$ cat src/rtl/reset_pulse_sequencer.sv
// -----------------------------------------------------------------------------
// reset_pulse_sequencer
//
// Multi-channel edge-to-pulse generator for the HPS reset-request paths
// (cold, warm, debug and similar). Each channel watches one request bit,
// detects the selected edge(s) and turns each qualified edge into a pulse
// of programmable length, followed by a one-cycle done strobe.
//
// With EXCLUSIVE = 1 at most one channel drives its pulse at a time.
// Competing requests are arbitrated by lowest index. Losers are held in a
// one-deep pending slot, and there is always at least one low cycle between
// pulses of different channels.
//
// Optional build macro:
//   RESET_PULSE_SYNC_EN  - when defined, each signal_in bit passes through a
//                          2-flop synchroniser before edge detection. This
//                          adds 2 cycles to every latency.
//
// Parameters:
//   CHANNELS   number of independent request channels
//   CNT_WIDTH  width of each pulse-length field / counter
//   EXCLUSIVE  1 = one pulse at a time (priority + pending), 0 = independent
//
// Ports:
//   clk        single clock, rising edge
//   reset      synchronous, active-high reset
//   signal_in  [CHANNELS]             request inputs
//   edge_sel   [2*CHANNELS]           per channel: 00 off, 01 rise,
//                                     10 fall, 11 both
//   pulse_len  [CHANNELS*CNT_WIDTH]   per-channel pulse length
//                                     (0 behaves as 1)
//   retrig_en  [CHANNELS]             1 = an edge while active reloads
//                                     the counter
//   pulse_out  [CHANNELS]             registered output pulses
//   done       [CHANNELS]             one-cycle strobe after each pulse
//   pend       [CHANNELS]             edge latched, waiting for grant
//                                     (EXCLUSIVE=1 only)
// -----------------------------------------------------------------------------
module reset_pulse_sequencer #(
   parameter int CHANNELS  = 3,
   parameter int CNT_WIDTH = 6,
   parameter int EXCLUSIVE = 1
) (
   input  logic                          clk,
   input  logic                          reset,
   input  logic [CHANNELS-1:0]           signal_in,
   input  logic [2*CHANNELS-1:0]         edge_sel,
   input  logic [CHANNELS*CNT_WIDTH-1:0] pulse_len,
   input  logic [CHANNELS-1:0]           retrig_en,
   output logic [CHANNELS-1:0]           pulse_out,
   output logic [CHANNELS-1:0]           done,
   output logic [CHANNELS-1:0]           pend
);

   typedef enum logic [1:0] {
      ST_IDLE    = 2'd0,
      ST_ACTIVE  = 2'd1,
      ST_PENDING = 2'd2
   } chan_state_t;

   localparam logic [CHANNELS-1:0] ONE_VEC = CHANNELS'(1);

   logic [CHANNELS-1:0] sampled;
   logic [CHANNELS-1:0] prev_reg;
   logic [CHANNELS-1:0] rise;
   logic [CHANNELS-1:0] fall;
   logic [CHANNELS-1:0] qual_edge;
   logic [CHANNELS-1:0] sel_off;
   logic [CHANNELS-1:0] active_vec;
   logic [CHANNELS-1:0] req_vec;
   logic [CHANNELS-1:0] grant_vec;
   logic                any_active;

   logic [CHANNELS-1:0] pulse_out_reg;
   logic [CHANNELS-1:0] done_reg;
   logic [CHANNELS-1:0] pend_reg;

   // -------------------------------------------------------------------------
   // Input sampling
   // -------------------------------------------------------------------------
`ifdef RESET_PULSE_SYNC_EN
   // The synchroniser flops are deliberately not reset. They only carry
   // the input level, and they have to keep tracking it during reset so
   // that prev_reg sees the real level on release.
   logic [CHANNELS-1:0] sync1_reg;
   logic [CHANNELS-1:0] sync2_reg;

   always_ff @(posedge clk) begin
      sync1_reg <= signal_in;
      sync2_reg <= sync1_reg;
   end

   assign sampled = sync2_reg;
`else
   assign sampled = signal_in;
`endif

   // prev_reg follows the sampled input in every cycle, including reset.
   // As a result, a level held high across reset release is not seen as
   // an edge.
   always_ff @(posedge clk) begin
      prev_reg <= sampled;
   end

   assign rise = sampled & ~prev_reg;
   assign fall = ~sampled & prev_reg;

   // -------------------------------------------------------------------------
   // Arbitration
   // -------------------------------------------------------------------------
   // In exclusive mode a grant is only issued while no channel is ACTIVE.
   // A channel that expires on this edge is still ACTIVE in its state
   // register, so the next pulse cannot start before the done cycle.
   // req & -req isolates the lowest requesting index.
   always_comb begin
      any_active = |active_vec;
      grant_vec  = '0;
      if (EXCLUSIVE != 0) begin
         if (!any_active) begin
            grant_vec = req_vec & (~req_vec + ONE_VEC);
         end
      end else begin
         grant_vec = req_vec;
      end
   end

   // -------------------------------------------------------------------------
   // Per-channel state machines
   // -------------------------------------------------------------------------
   generate
      for (genvar gi = 0; gi < CHANNELS; gi++) begin : g_chan
         chan_state_t          state_reg;
         chan_state_t          state_next;
         logic [CNT_WIDTH-1:0] cnt_reg;
         logic [CNT_WIDTH-1:0] cnt_next;
         logic [CNT_WIDTH-1:0] len_raw;
         logic [CNT_WIDTH-1:0] load_val;
         logic                 done_next;

         assign len_raw  = pulse_len[gi*CNT_WIDTH +: CNT_WIDTH];
         assign load_val = (len_raw == '0) ? CNT_WIDTH'(1) : len_raw;

         assign sel_off[gi]   = (edge_sel[2*gi +: 2] == 2'b00);
         assign qual_edge[gi] = (edge_sel[2*gi]   & rise[gi]) |
                                (edge_sel[2*gi+1] & fall[gi]);

         assign active_vec[gi] = (state_reg == ST_ACTIVE);

         // A pending channel whose edge selection has been switched off
         // drops its request in the same cycle it is cleared.
         assign req_vec[gi] = ((state_reg == ST_IDLE)    & qual_edge[gi]) |
                              ((state_reg == ST_PENDING) & ~sel_off[gi]);

         always_comb begin
            state_next = state_reg;
            cnt_next   = cnt_reg;
            done_next  = 1'b0;
            case (state_reg)
               ST_IDLE: begin
                  if (qual_edge[gi]) begin
                     if (grant_vec[gi]) begin
                        state_next = ST_ACTIVE;
                        cnt_next   = load_val;
                     end else begin
                        state_next = ST_PENDING;
                     end
                  end
               end

               ST_ACTIVE: begin
                  // A retrigger wins over expiry, so the pulse continues
                  // with no gap and no done strobe. Without retrigger the
                  // edge is simply lost.
                  if (qual_edge[gi] && retrig_en[gi]) begin
                     cnt_next = load_val;
                  end else if (cnt_reg <= CNT_WIDTH'(1)) begin
                     state_next = ST_IDLE;
                     cnt_next   = '0;
                     done_next  = 1'b1;
                  end else begin
                     cnt_next = cnt_reg - CNT_WIDTH'(1);
                  end
               end

               ST_PENDING: begin
                  // The pending depth is one, so new edges are ignored here.
                  if (sel_off[gi]) begin
                     state_next = ST_IDLE;
                  end else if (grant_vec[gi]) begin
                     state_next = ST_ACTIVE;
                     cnt_next   = load_val;
                  end
               end

               default: begin
                  state_next = ST_IDLE;
                  cnt_next   = '0;
               end
            endcase
         end

         always_ff @(posedge clk) begin
            if (reset) begin
               state_reg         <= ST_IDLE;
               cnt_reg           <= '0;
               pulse_out_reg[gi] <= 1'b0;
               done_reg[gi]      <= 1'b0;
               pend_reg[gi]      <= 1'b0;
            end else begin
               state_reg         <= state_next;
               cnt_reg           <= cnt_next;
               pulse_out_reg[gi] <= (state_next == ST_ACTIVE);
               done_reg[gi]      <= done_next;
               pend_reg[gi]      <= (state_next == ST_PENDING);
            end
         end
      end
   endgenerate

   assign pulse_out = pulse_out_reg;
   assign done      = done_reg;
   assign pend      = pend_reg;

endmodule

$ cat config.mk
export PLATFORM = sky130hd
export DESIGN_NAME = reset_pulse_sequencer
export DESIGN_NICKNAME = d
export VERILOG_FILES = /design/src/rtl/reset_pulse_sequencer.sv
export SDC_FILE = /design/constraint.sdc
export NUM_CORES = 1
export LEC_CHECK = 0
export ABC_AREA = 1
export CAP_MARGIN = 10
export CORE_UTILIZATION = 55
export DETAILED_ROUTE_END_ITERATION = 6
export HOLD_SLACK_MARGIN = 0.1
export PLACE_DENSITY = 0.85
export SKIP_LAST_GASP = 1
export SLEW_MARGIN = 20
export SYNTH_ARGS = -nofsm -noshare
export SYNTH_HDL_FRONTEND = slang
export SYNTH_SLANG_ARGS = --single-unit
$ cat constraint.sdc
create_clock -name clk -period 4.45 [get_ports clk]
set_clock_uncertainty 0.2 [all_clocks]
set_input_delay 1.1125 -clock clk [delete_from_list [all_inputs] [get_ports clk]]
set_output_delay 1.1125 -clock clk [all_outputs]
set_load 0.02 [all_outputs]
==> results.md, run 1 <==
- The run finished, with violations left.
- The checks that failed: design-rule violations.
- At the pin with the least slew margin, the transition time is 0.550 ns.
- The post-layout net count is 483.
- The routed design has 5510 µm of wire.
- The setup TNS is 0 ns.
- For this design, the sink count on the clock tree is 36.
- Setup violations remaining at the end of the flow were counted as 0.
- Summed over all layers, the global routing overflow is 0.
- The number of global-route vias before repair is 2159.
- Based on the critical path, the design can be clocked at up to 0.356 GHz.
- Summed over all cells, the static leakage comes to 1.53 nW.
- The pre-antenna-repair detailed-routing pass consisted of 7 iterations.
- The family with the most delay on the worst path is simple AND/OR/NAND/NOR gates.
- The pin count of the biggest net entering global routing is 19.
- The cell with the most instances after synthesis is nand2_1.
- The flip-flop cell with the highest count after synthesis is dfxtp_1.
- For this design, the slowest cell found on the critical path is clkdlybuf4s50_1.
- The cell sitting at the root of the clock tree is a clkbuf_8.
- The clock slew seen by the registers of the worst setup and hold paths is 0.07 ns.
- The area of the core region is 4090 µm².
- The total buffers and inverters traversed by the critical path is 2.
- The count of final max-slew check failures is 0.
- At the worst endpoint, the arrival time is 2.79 ns.
- The largest incremental delay on the critical path is 0.49 ns.
- The critical path is of the in2reg type.
- The worst pin sits at a relative slew slack of 0.633.
- The count of hold-fix buffers inserted at cts is 0.
- The number of rows in the core area is 23.
- The initial cell density of the core is 0.587.
- 0 antenna diodes ended up in the layout.
- The share of synthesized area in the top cell type comes to 0.300.
- The share of the Yosys chip area taken by registers is 0.300.
- The average routed wire per standard cell is 11.1 µm.
- After synthesis, the netlist uses 32 different library cells.
- The layout-stage area growth over the synthesis result is 22.3%.
- The floorplan step defined a die boundary enclosing 4630 µm².
- Walking the worst path, the cells encountered are clkdlybuf4s50_1 > nand3_1 > nand2_1 > nand2_1 > inv_1 > nand2_1 > nand3_1 > o21ai_0 > nor2_1 > nor2_1.
- The number of routed nets with antenna violations is 0.
- Yosys printed 0 warnings.
- The global-route wire length before repair is 8910 µm.
- The routed layout has 2517 vias.
- The register with the most flip-flops in the layout has 18 of them.
- The worst min-delay path startpoint is g_chan[1].cnt_reg[3].
- The design draws 1.50 mW.
- The horizontal extent of the die is 68.0 µm.
- Dividing the detail-routed via count by the number of cells gives 5.07.
- Along the worst path, the maximum fanout reaches 7.
- The quantity of I/O buffers inserted on ports is 40.
- The clock insertion delay at the later pin of the skew report is 0.29 ns.
- The reg-to-reg startpoint is g_chan[0].cnt_reg[0].
- The commonest cells after synthesis are 124 x nand2_1, 61 x inv_1, 61 x nor2_1.
- Routability-driven placement finished with a final weighted congestion of 0.905.
- Across all hold checks on the routed design, the worst slack comes to 0.354 ns.
- The number of flops mapped to enable cells by yosys is 0.
- The worst setup timing slack at the placement stage is 1.41 ns.
- Summing every instance area after synthesis gives 2400 µm².
- Dividing total power by cell area gives a power density of 513 nW/µm².
- The register bit total from synthesis is 36.
- The most critical setup path has its startpoint at signal_in[1].
- CTS built an H-tree with a depth of 2.
- The post-synth net total is 442.
- The floorplan step set the die height to 68.0 µm.
- The async set or reset register ratio after synthesis is 0.
- The CTS tree is yes.
- The half-perimeter wire length after detailed placement is 4170 µm.
- The clock period minus worst slack is 2.81 ns.
- After synthesis, the cell types taking the most area are dfxtp_1 30%, nand2_1 19%, nand3_1 10%.
- The worst-case IR drop observed on VDD is 0.303 mV.
- The fraction of the core area covered by cells at the end of the flow is 0.718.
- The number of clock buffers added by TritonCTS is 5.
- The largest area contributor in the netlist is dfxtp_1.
- The critical path data required time is 4.44 ns.
- The cell that appears most often on the critical path is nand2_1.
- The endpoint kind of the worst setup timing path is a flip-flop.
- Counting every instance in the synthesized netlist gives 404.
- The all-layer global routing usage is 0.255.
- STA classifies the critical path startpoint as an input pin.
- The quantity of gates resized following cts is 0.
- Post-CTS timing repair inserted 0 buffers for setup.
- Of the available clock period, the critical path in the final layout requires 0.631.
- Across all setup checks in the final design, the least slack found is 1.64 ns.
- The number of failing hold endpoints at the final stage is 0.
- 41 I/O pins were placed.
- For this run, design rule violations remaining after detail routing come to 2.
- The clock passes through at most 2 buffers.
- Setup repair after global routing left no endpoint under its margin.
- In the final layout, the share of cells above drive strength 1 is 0.0583.
- After the first detailed-routing iteration, the DRC count stood at 212.
- The worst hold path belongs to the class reg2reg.
- The number of violations of the max-capacitance limit is 0.
- After filler insertion, the fill cell instance count of the layout stands at 358.
- The number of antenna violations at the first check in global routing is 0.
- The post-synthesis area per instance is 5.94 µm².
==> report_power, final <==
group	switching [mW]	internal [mW]	total (mW)
clock network	0.130	0.169	0.299
logic	0.472	0.283	0.755
registers	0.0586	0.392	0.450
total	0.661	0.844	1.50
==> layout by cell type (no fill, tap or decap), types with 4 or more instances in the layout <==
cell type        Yosys  layout
dfxtp_1             36      36
clkdlybuf4s50_1      0      40
nor2_1              61      61
o21ai_0             14      14
ha_1                 6       6
nand2_2              4       4
clkbuf_8             1       5
inv_2                4       4
inv_1               61      61
nand3_1             48      48
nand2_1            124     124
a21oi_1              5       5
nor3_1               6       6
==> layer usage <==
layer | vias up | routed length, µm | GRT usage
met4 | 0 | 61 | 0.0781
met2 | 79 | 2680 | 0.449
met5 | - | 0 | 0
li1 | 1336 | - | -
met1 | 1095 | 2520 | 0.309
met3 | 7 | 252 | 0.0500
==> path summary, 6_finish.rpt <==
kind,end,slack [ns],cells past startpoint
max reg2reg,g_chan[0].cnt_reg[5],2.48,9
min reg2reg,g_chan[1].cnt_reg[3],0.35,4
max,g_chan[1].cnt_reg[2],1.64,10
min,g_chan[1].cnt_reg[3],0.35,4
==> logic make-up after synthesis <==
| family | Yosys count | synth area share |
|---|---|---|
| XOR/XNOR | 3 | 0.0110 |
| AO/OA/AOI/OAI | 28 | 0.0683 |
| flip-flops | 36 | 0.300 |
| adder cells (fa/ha/maj) | 6 | 0.0313 |
| AND/OR/NAND/NOR | 260 | 0.469 |
| buffers and inverters | 71 | 0.120 |
==> final cells by class <==
cell class              count  area [µm²]  area share
repair buffers             40         400       0.137
inverters                  65         244      0.0832
well taps                  50        62.6      0.0213
multi-input cells         297        1390       0.474
flip-flops and latches     36         721       0.246
clock inverters             3        46.3      0.0158
clock buffers               5        68.8      0.0235
==> worst register-to-register path: cells and delay by family (launching register included) <==
kind | cells | cell delay [ns]
simple gates | 7 | 0.97
fa+ha+maj | 1 | 0.26
buf+inv | 1 | 0.09
flops | 1 | 0.40
==> metrics by stage <==
step / std cells / cell area (µm²)
3_5_place_dp: 488 / 2820
4_1_cts: 496 / 2930
2_1_floorplan: 404 / 2400
5_1_grt: 496 / 2930
6_report: 496 / 2930
3_3_place_gp: 488 / 2820
(Power assumes the default switching activity.)
==> inputs of run 2 (changes only) <==
Settings changed: CORE_UTILIZATION 55 to 48, PLACE_DENSITY 0.85 to 0.79.
Clock period 4.45 ns to 2.3 ns, I/O delays scaled along.
==> run 2 against run 1 <==
Net effect:
- the flow now finishes without violations
- sequential power is 94% higher
- critical path depth stayed put
- clock-buffer cell count is 2 higher
- cell area is 3.8% higher
- sequential share of layout area is 0.89 points lower
- via count is 1.9% higher
- routed wire length is 4.9% higher
- hold slack worse by 0.022 ns
- register-to-register slack worse by 2.2 ns
==> results.md, run 2 (synthesized netlist as in run 1, its figures left out) <==
- The most utilized layer in the global route result is met2.
- The number of routed nets with antenna violations is 0 (unchanged).
- The run finished with clean final reports.
- The global-route met2 utilization was 0.405 (-0.0435).
- The total leakage power is 1.59 nW (+3.9%).
- The total wire length is 5780 µm (+4.9%).
- The quantity of I/O buffers inserted on ports is 40 (unchanged).
- The via count is 2566 (+1.9%).
- The worst setup path is captured at a flip-flop.
- The antenna diode count was 0 (unchanged).
- The setup violation total in the final timing report is 0 (unchanged).
- The number of failing hold endpoints at the final stage is 0 (unchanged).
- The area of the core region was 4750 µm² (+16%).
- The final estimated routing congestion in global placement is 0.919 (+1.5%).
- The root buffer cell chosen for the clock tree is clkbuf_8.
- The number of H-tree levels is 2 (unchanged).
- The slew at the pin with the worst max-slew slack is 0.578 ns (+0.0281 ns).
- The met3 routing resource usage after global routing is 0.0414 (-0.00856).
- The met1 track demand over resource is 0.291 (-0.0181).
- The total setup buffers inserted after CTS is 0 (unchanged).
- The class of the most critical hold timing path is reg2reg.
- The number of global-route vias before repair is 2245 (+4.0%).
- The total congestion overflow after global routing is 0 (unchanged).
- The iteration count of the initial detailed-routing pass is 4 (-3).
- The headroom to the max-slew limit is 0.614 (-0.0187).
- The number of violations of the max-capacitance limit is 0 (unchanged).
- Relative to the synthesized area, the layout overhead comes to 26.9%.
- The post-detailed-route DRC marker count came to 0 (-2).
- The fraction of the core area covered by cells at the end of the flow is 0.640 (-0.0777).
- The routed via count divided by cell count is 4.88 (-3.9%).
- The clock slew seen by the registers of the worst setup and hold paths is 0.08 ns (about the same).
- The worst-case clock buffer depth is 2 (unchanged).
- The half-perimeter wire length after detailed placement was 4430 µm (+6.2%).
- The count of hold-fix buffers inserted at cts came to 0 (unchanged).
- The highest fanout seen on the critical path is 6 (-1).
- The total clock buffers created by CTS came to 5 (unchanged).
- The period utilization is 0.937.
- The post-layout net count is 497 (+2.9%).
- In the layout the commonest cells are 123 x nand2_1, 61 x inv_1, 61 x nor2_1.
- The critical path is of the in2reg type.
- The all-layer global routing usage is 0.231 (-0.0241).
- Static timing analysis puts the maximum clock frequency at 0.464 GHz.
- The die footprint was 5280 µm² (+14%).
- The number of rows in the core area is 25 (+8.7%).
- The number of flip-flops under the largest register name is 18 (unchanged).
- The clock insertion delay at the later pin of the skew report is 0.28 ns (about the same).
- The most common cell after layout, fill and taps aside is nand2_1.
- The initial cell density of the core is 0.504 (-0.0825).
- The worst path needs 2.16 ns of the cycle, external delays included.
- The I/O pin count was 41 (unchanged).
- The count of final max-slew check failures was 0 (unchanged).
- The setup TNS is 0 ns (unchanged).
- The horizontal extent of the die is 72.7 µm (+6.8%).
- The type of element launching the critical path is an input pin.
- The pin count of the biggest net entering global routing is 19 (unchanged).
- The ratio of cells with drive above 1 in the final layout is 0.0871 (+0.0289).
- Setup repair after global routing left no endpoint under its margin.
- The power density over the cells is 954 nW/µm² (+86%).
- The number of antenna violations at the first check in global routing is 0 (unchanged).
- The critical path data required time is 2.28 ns (-2.16 ns).
- The clock net sink count is 36 (unchanged).
- The arrival time of data at the critical path endpoint is 2.14 ns (-0.65 ns).
- The count of fill cells added during filler insertion is 471 (+32%).
- The global-route wire length before repair is 9560 µm (+7.3%).
- The maximum VDD drop is 0.493 mV (+62%).
- The CTS tree is yes.
- The number of DRC markers in iteration 0 came to 245 (+16%).
- The vertical die dimension is 72.7 µm (+6.8%).
- The average routed wire per standard cell is 11.0 µm (-1.0%).
[run 2: changes by cell type in the layout (fill, tap and decap cells not counted)]
cell,before,now
buf_4,0,14
bufinv_16,1,0
clkbuf_8,5,7
clkinvlp_4,1,0
inv_6,1,0
nand2_1,124,123
nand2_2,4,5
[run 2: per-layer routing]
| metal | part of all wire | vias up | wire length, µm |
|---|---|---|---|
| li1 | - | 1365 | - |
| met1 | 0.46 | 1132 | 2670 |
| met2 | 0.48 | 67 | 2800 |
| met3 | 0.048 | 2 | 276 |
| met4 | 0.0055 | 0 | 32 |
| met5 | 0 | - | 0 |
[run 2: worst max-delay path, cell delays in order]
cell,delay [ns]
clkdlybuf4s50_1,0.50
inv_1,0.05
nand3_1,0.06
nand2_1,0.18
a21oi_4,0.24
nand2_1,0.07
nor2_1,0.18
nor2_2,0.11
nor2_1,0.12
nor2_1,0.05
[run 2: area by class of cell]
type	instances	area (µm²)	area share
inverters	65	244	0.0802
well taps	67	83.8	0.0275
multi-input cells	297	1390	0.458
repair buffers	54	505	0.166
flip-flops and latches	36	721	0.237
clock buffers	7	96.3	0.0317
[run 2: worst paths after layout]
check,from,endpoint,slack [ns],cells past startpoint
max,signal_in[1],g_chan[2].cnt_reg[2],0.14,10
min,g_chan[0].cnt_reg[1],g_chan[0].cnt_reg[1],0.33,2
max reg2reg,g_chan[0].cnt_reg[0],g_chan[0].cnt_reg[5],0.32,9
min reg2reg,g_chan[0].cnt_reg[1],g_chan[0].cnt_reg[1],0.33,2
[run 2: where the power goes]
part,switching [mW],internal (mW)
Clock,0.220,0.267
Combinational,0.949,0.594
Sequential,0.115,0.759
[run 2: what timing repair did]
item	CTS	global route
setup endpoints to repair	0	2
gates resized for setup	0	1
hold endpoints to repair	0	0
[run 2: metrics by stage]
step | total power [mW] | hold WS [ns] | setup WS (ns) | instances | instance area [µm²]
after floorplan | 2.00 | 0.290 | 0.473 | 404 | 2400
after global placement | 2.35 | 0.312 | -0.0862 | 519 | 2940
after detailed placement | 2.39 | 0.314 | -0.126 | 519 | 2940
after CTS | 2.89 | 0.335 | 0.162 | 526 | 3040
after global routing | 3.17 | 0.374 | 0.00477 | 526 | 3040
final | 2.90 | 0.332 | 0.144 | 526 | 3040
==> inputs of run 3 (changes only) <==
Settings changed: CELL_PAD_IN_SITES_DETAIL_PLACEMENT from default to 2, CELL_PAD_IN_SITES_GLOBAL_PLACEMENT from default to 2, CORE_UTILIZATION 48 to 25, GPL_ROUTABILITY_DRIVEN from default to 1, PLACE_DENSITY 0.79 to 0.8.
==> run 3 against run 2 <==
Net effect:
- die area grew 89%
- critical path depth increased by 1
- hold slack better by 0.012 ns
- clock power rose by 23%
- combinational power grew 7%
- utilization shrank 30 points
- fmax is 0.92% higher
- non-clock buffer count is 2 higher
- power up 7.8%
- sequential share of layout area is 0.96 points lower
- cell count up 12%
- largest cell class unchanged
- highest routed layer unchanged
==> results.md, run 3 (synthesized netlist as in run 1, its figures left out) <==
- The number of rows in the core area came to 35 (+40%).
- The number of antenna violations at the first check in global routing came to 0 (unchanged).
- The clock net sink count is 36 (unchanged).
- The total leakage power is 1.60 nW (+1.2%).
- The number of failing hold endpoints at the final stage is 0 (unchanged).
- The run finished with clean final reports.
- The power density over the cells came to 987 nW/µm² (+3.4%).
- The worst setup timing slack at the placement stage was -0.226 ns (-0.100 ns).
- The combinational group share of total power is 0.528 (-0.003).
- The ratio of cells with drive above 1 in the final layout was 0.0974 (+0.0103).
- Leaving out fill and tap cells, the most frequent cell in the layout is nand2_1.
- The class of the most critical hold timing path is reg2reg.
- The total clock buffers created by CTS is 5 (unchanged).
- The number of global-route vias before repair is 2936 (+31%).
- The number of H-tree levels is 2 (unchanged).
- The total congestion overflow after global routing was 0 (unchanged).
- In this run the clock root is driven by a clkbuf_8.
- The fraction of power spent switching nets is 0.457 (+0.0146).
- The clock period minus worst slack was 2.14 ns (-0.0196 ns).
- The vertical die dimension came to 100 µm (+38%).
- The total setup buffers inserted after CTS is 0 (unchanged).
- The count of final max-slew check failures is 0 (unchanged).
- The endpoint kind of the worst setup timing path is a flip-flop.
- The fmax is 0.468 GHz (+0.92%).
- The setup violation total in the final timing report is 0 (unchanged).
- The type of the worst setup path is in2reg.
- The iteration count of the initial detailed-routing pass is 4 (unchanged).
- The portion of total power attributed to sequential cells is 0.281 (-0.020).
- The final worst-path setup slack is 0.163 ns (+0.0196 ns).
- The number of placed instances, taps included was 583 (+12%).
- The number of violations of the max-capacitance limit is 0 (unchanged).
- The post-layout net count came to 499 (+0.40%).
- The I/O pin count is 41 (unchanged).
- The layout-stage area growth over the synthesis result is 32.2%.
- The quantity of I/O buffers inserted on ports came to 40 (unchanged).
- The total wire length is 8200 µm (+42%).
- The arrival time of data at the critical path endpoint is 2.17 ns (+0.03 ns).
- The area of the core region is 9280 µm² (+95%).
- The antenna diode count is 0 (unchanged).
- Setup repair after global routing left no endpoint under its margin.
- The clock insertion delay at the later pin of the skew report is 0.30 ns (+0.02 ns).
- The maximum VDD drop is 0.315 mV (-36%).
- The worst-case clock buffer depth was 2 (unchanged).
- The clock slew seen by the registers of the worst setup and hold paths came to 0.08 ns (about the same).
- The routed via count divided by cell count is 4.57 (-6.2%).
- The number of routed nets with antenna violations is 0 (unchanged).
- The pin count of the biggest net entering global routing came to 19 (unchanged).
- The top cell types in the final layout, fill and taps aside, are 121 x nand2_1, 61 x inv_1, 61 x nor2_1.
- The period utilization is 0.929 (-0.00852).
- The internal power contribution is 1.70 mW (+5.0%).
- The global-route wire length before repair is 14000 µm (+47%).
- The number of standard cells in the final layout excluding fillers is 591 (+12%).
- The die footprint is 9990 µm² (+89%).
- The number of flip-flops under the largest register name came to 18 (unchanged).
- The slew at the pin with the worst max-slew slack was 0.616 ns (+0.0380 ns).
- The initial cell density of the core is 0.258 (-0.246).
- The horizontal extent of the die is 100 µm (+38%).
- The worst setup path is launched from an input pin.
- The highest fanout seen on the critical path is 6 (unchanged).
- The via count is 2703 (+5.3%).
- The CTS tree is yes.
- The final estimated routing congestion in global placement came to 0.795 (-14%).
- The post-detailed-route DRC marker count came to 0 (unchanged).
- The critical path data required time was 2.34 ns (+0.06 ns).
- The area of placed instances is 3050 µm² (+3.6%).
- The net switching power of the design is 1.43 mW (+11%).
- The number of DRC markers in iteration 0 is 52 (-79%).
- The average routed wire per standard cell is 13.9 µm (+26%).
- The clock network fraction of design power came to 0.191 (+0.023).
- The final design instance area without fill came to 3170 µm² (+4.2%).
- The all-layer global routing usage came to 0.175 (-0.0563).
- The headroom to the max-slew limit is 0.589 (-0.0254).
- The half-perimeter wire length after detailed placement came to 6610 µm (+49%).
-- run 3: what timing repair did --
item,CTS,global route
gates resized for setup,0,3
hold buffers,0,0
setup endpoints to repair,0,10
-- run 3: worst paths after layout --
kind,start,to,slack [ns],cells after the start
min,g_chan[0].cnt_reg[1],g_chan[0].cnt_reg[1],0.34,2
min reg2reg,g_chan[0].cnt_reg[1],g_chan[0].cnt_reg[1],0.34,2
max,signal_in[2],g_chan[2].cnt_reg[1],0.16,11
max reg2reg,g_chan[0].cnt_reg[0],g_chan[0].cnt_reg[5],0.27,9
-- run 3: cell type report --
class / count / area [µm²]
clock buffers: 5 / 68.8
repair buffers: 56 / 533
inverters: 65 / 244
well taps: 129 / 161
clock inverters: 3 / 46.3
flip-flops and latches: 36 / 721
multi-input cells: 297 / 1400
fillers: 1176 / 6110
-- run 3: through the flow --
| step | total power, mW | util | hold WS, ns | TNS [ns] |
|---|---|---|---|---|
| 6_report | 3.13 | 0.342 | 0.344 | 0 |
| 5_1_grt | 3.45 | 0.342 | 0.415 | 0 |
| 4_1_cts | 3.18 | 0.341 | 0.353 | 0 |
| 3_5_place_dp | 2.55 | 0.328 | 0.330 | -2.97 |
| 3_3_place_gp | 2.47 | 0.328 | 0.314 | -1.41 |
| 2_1_floorplan | 2.00 | - | 0.290 | 0 |
-- run 3: layer usage --
layer  wire [µm]  global-route usage  vias up
met4          94              0.0419        0
met3         146              0.0244        7
met5           0                   0        -
li1            -                   -     1363
met2        4240               0.322       26
met1        3720               0.213     1307
-- run 3: critical path, stage by stage --
cell	delay (ns)
clkdlybuf4s50_1	0.50
inv_1	0.06
nand3_1	0.07
nand2_1	0.14
nand2_2	0.16
inv_1	0.08
nor2_1	0.21
nand3_1	0.14
nand2_1	0.09
nor2_1	0.04
nor2_1	0.11
-- run 3: power groups by stage --
stage,Combinational [mW],Clock (mW),Sequential (mW)
finish,1.65,0.598,0.879
global route,1.90,0.647,0.899
CTS,1.68,0.617,0.881
detailed placement,1.66,0,0.895
global placement,1.58,0,0.884
floorplan,1.12,0,0.880
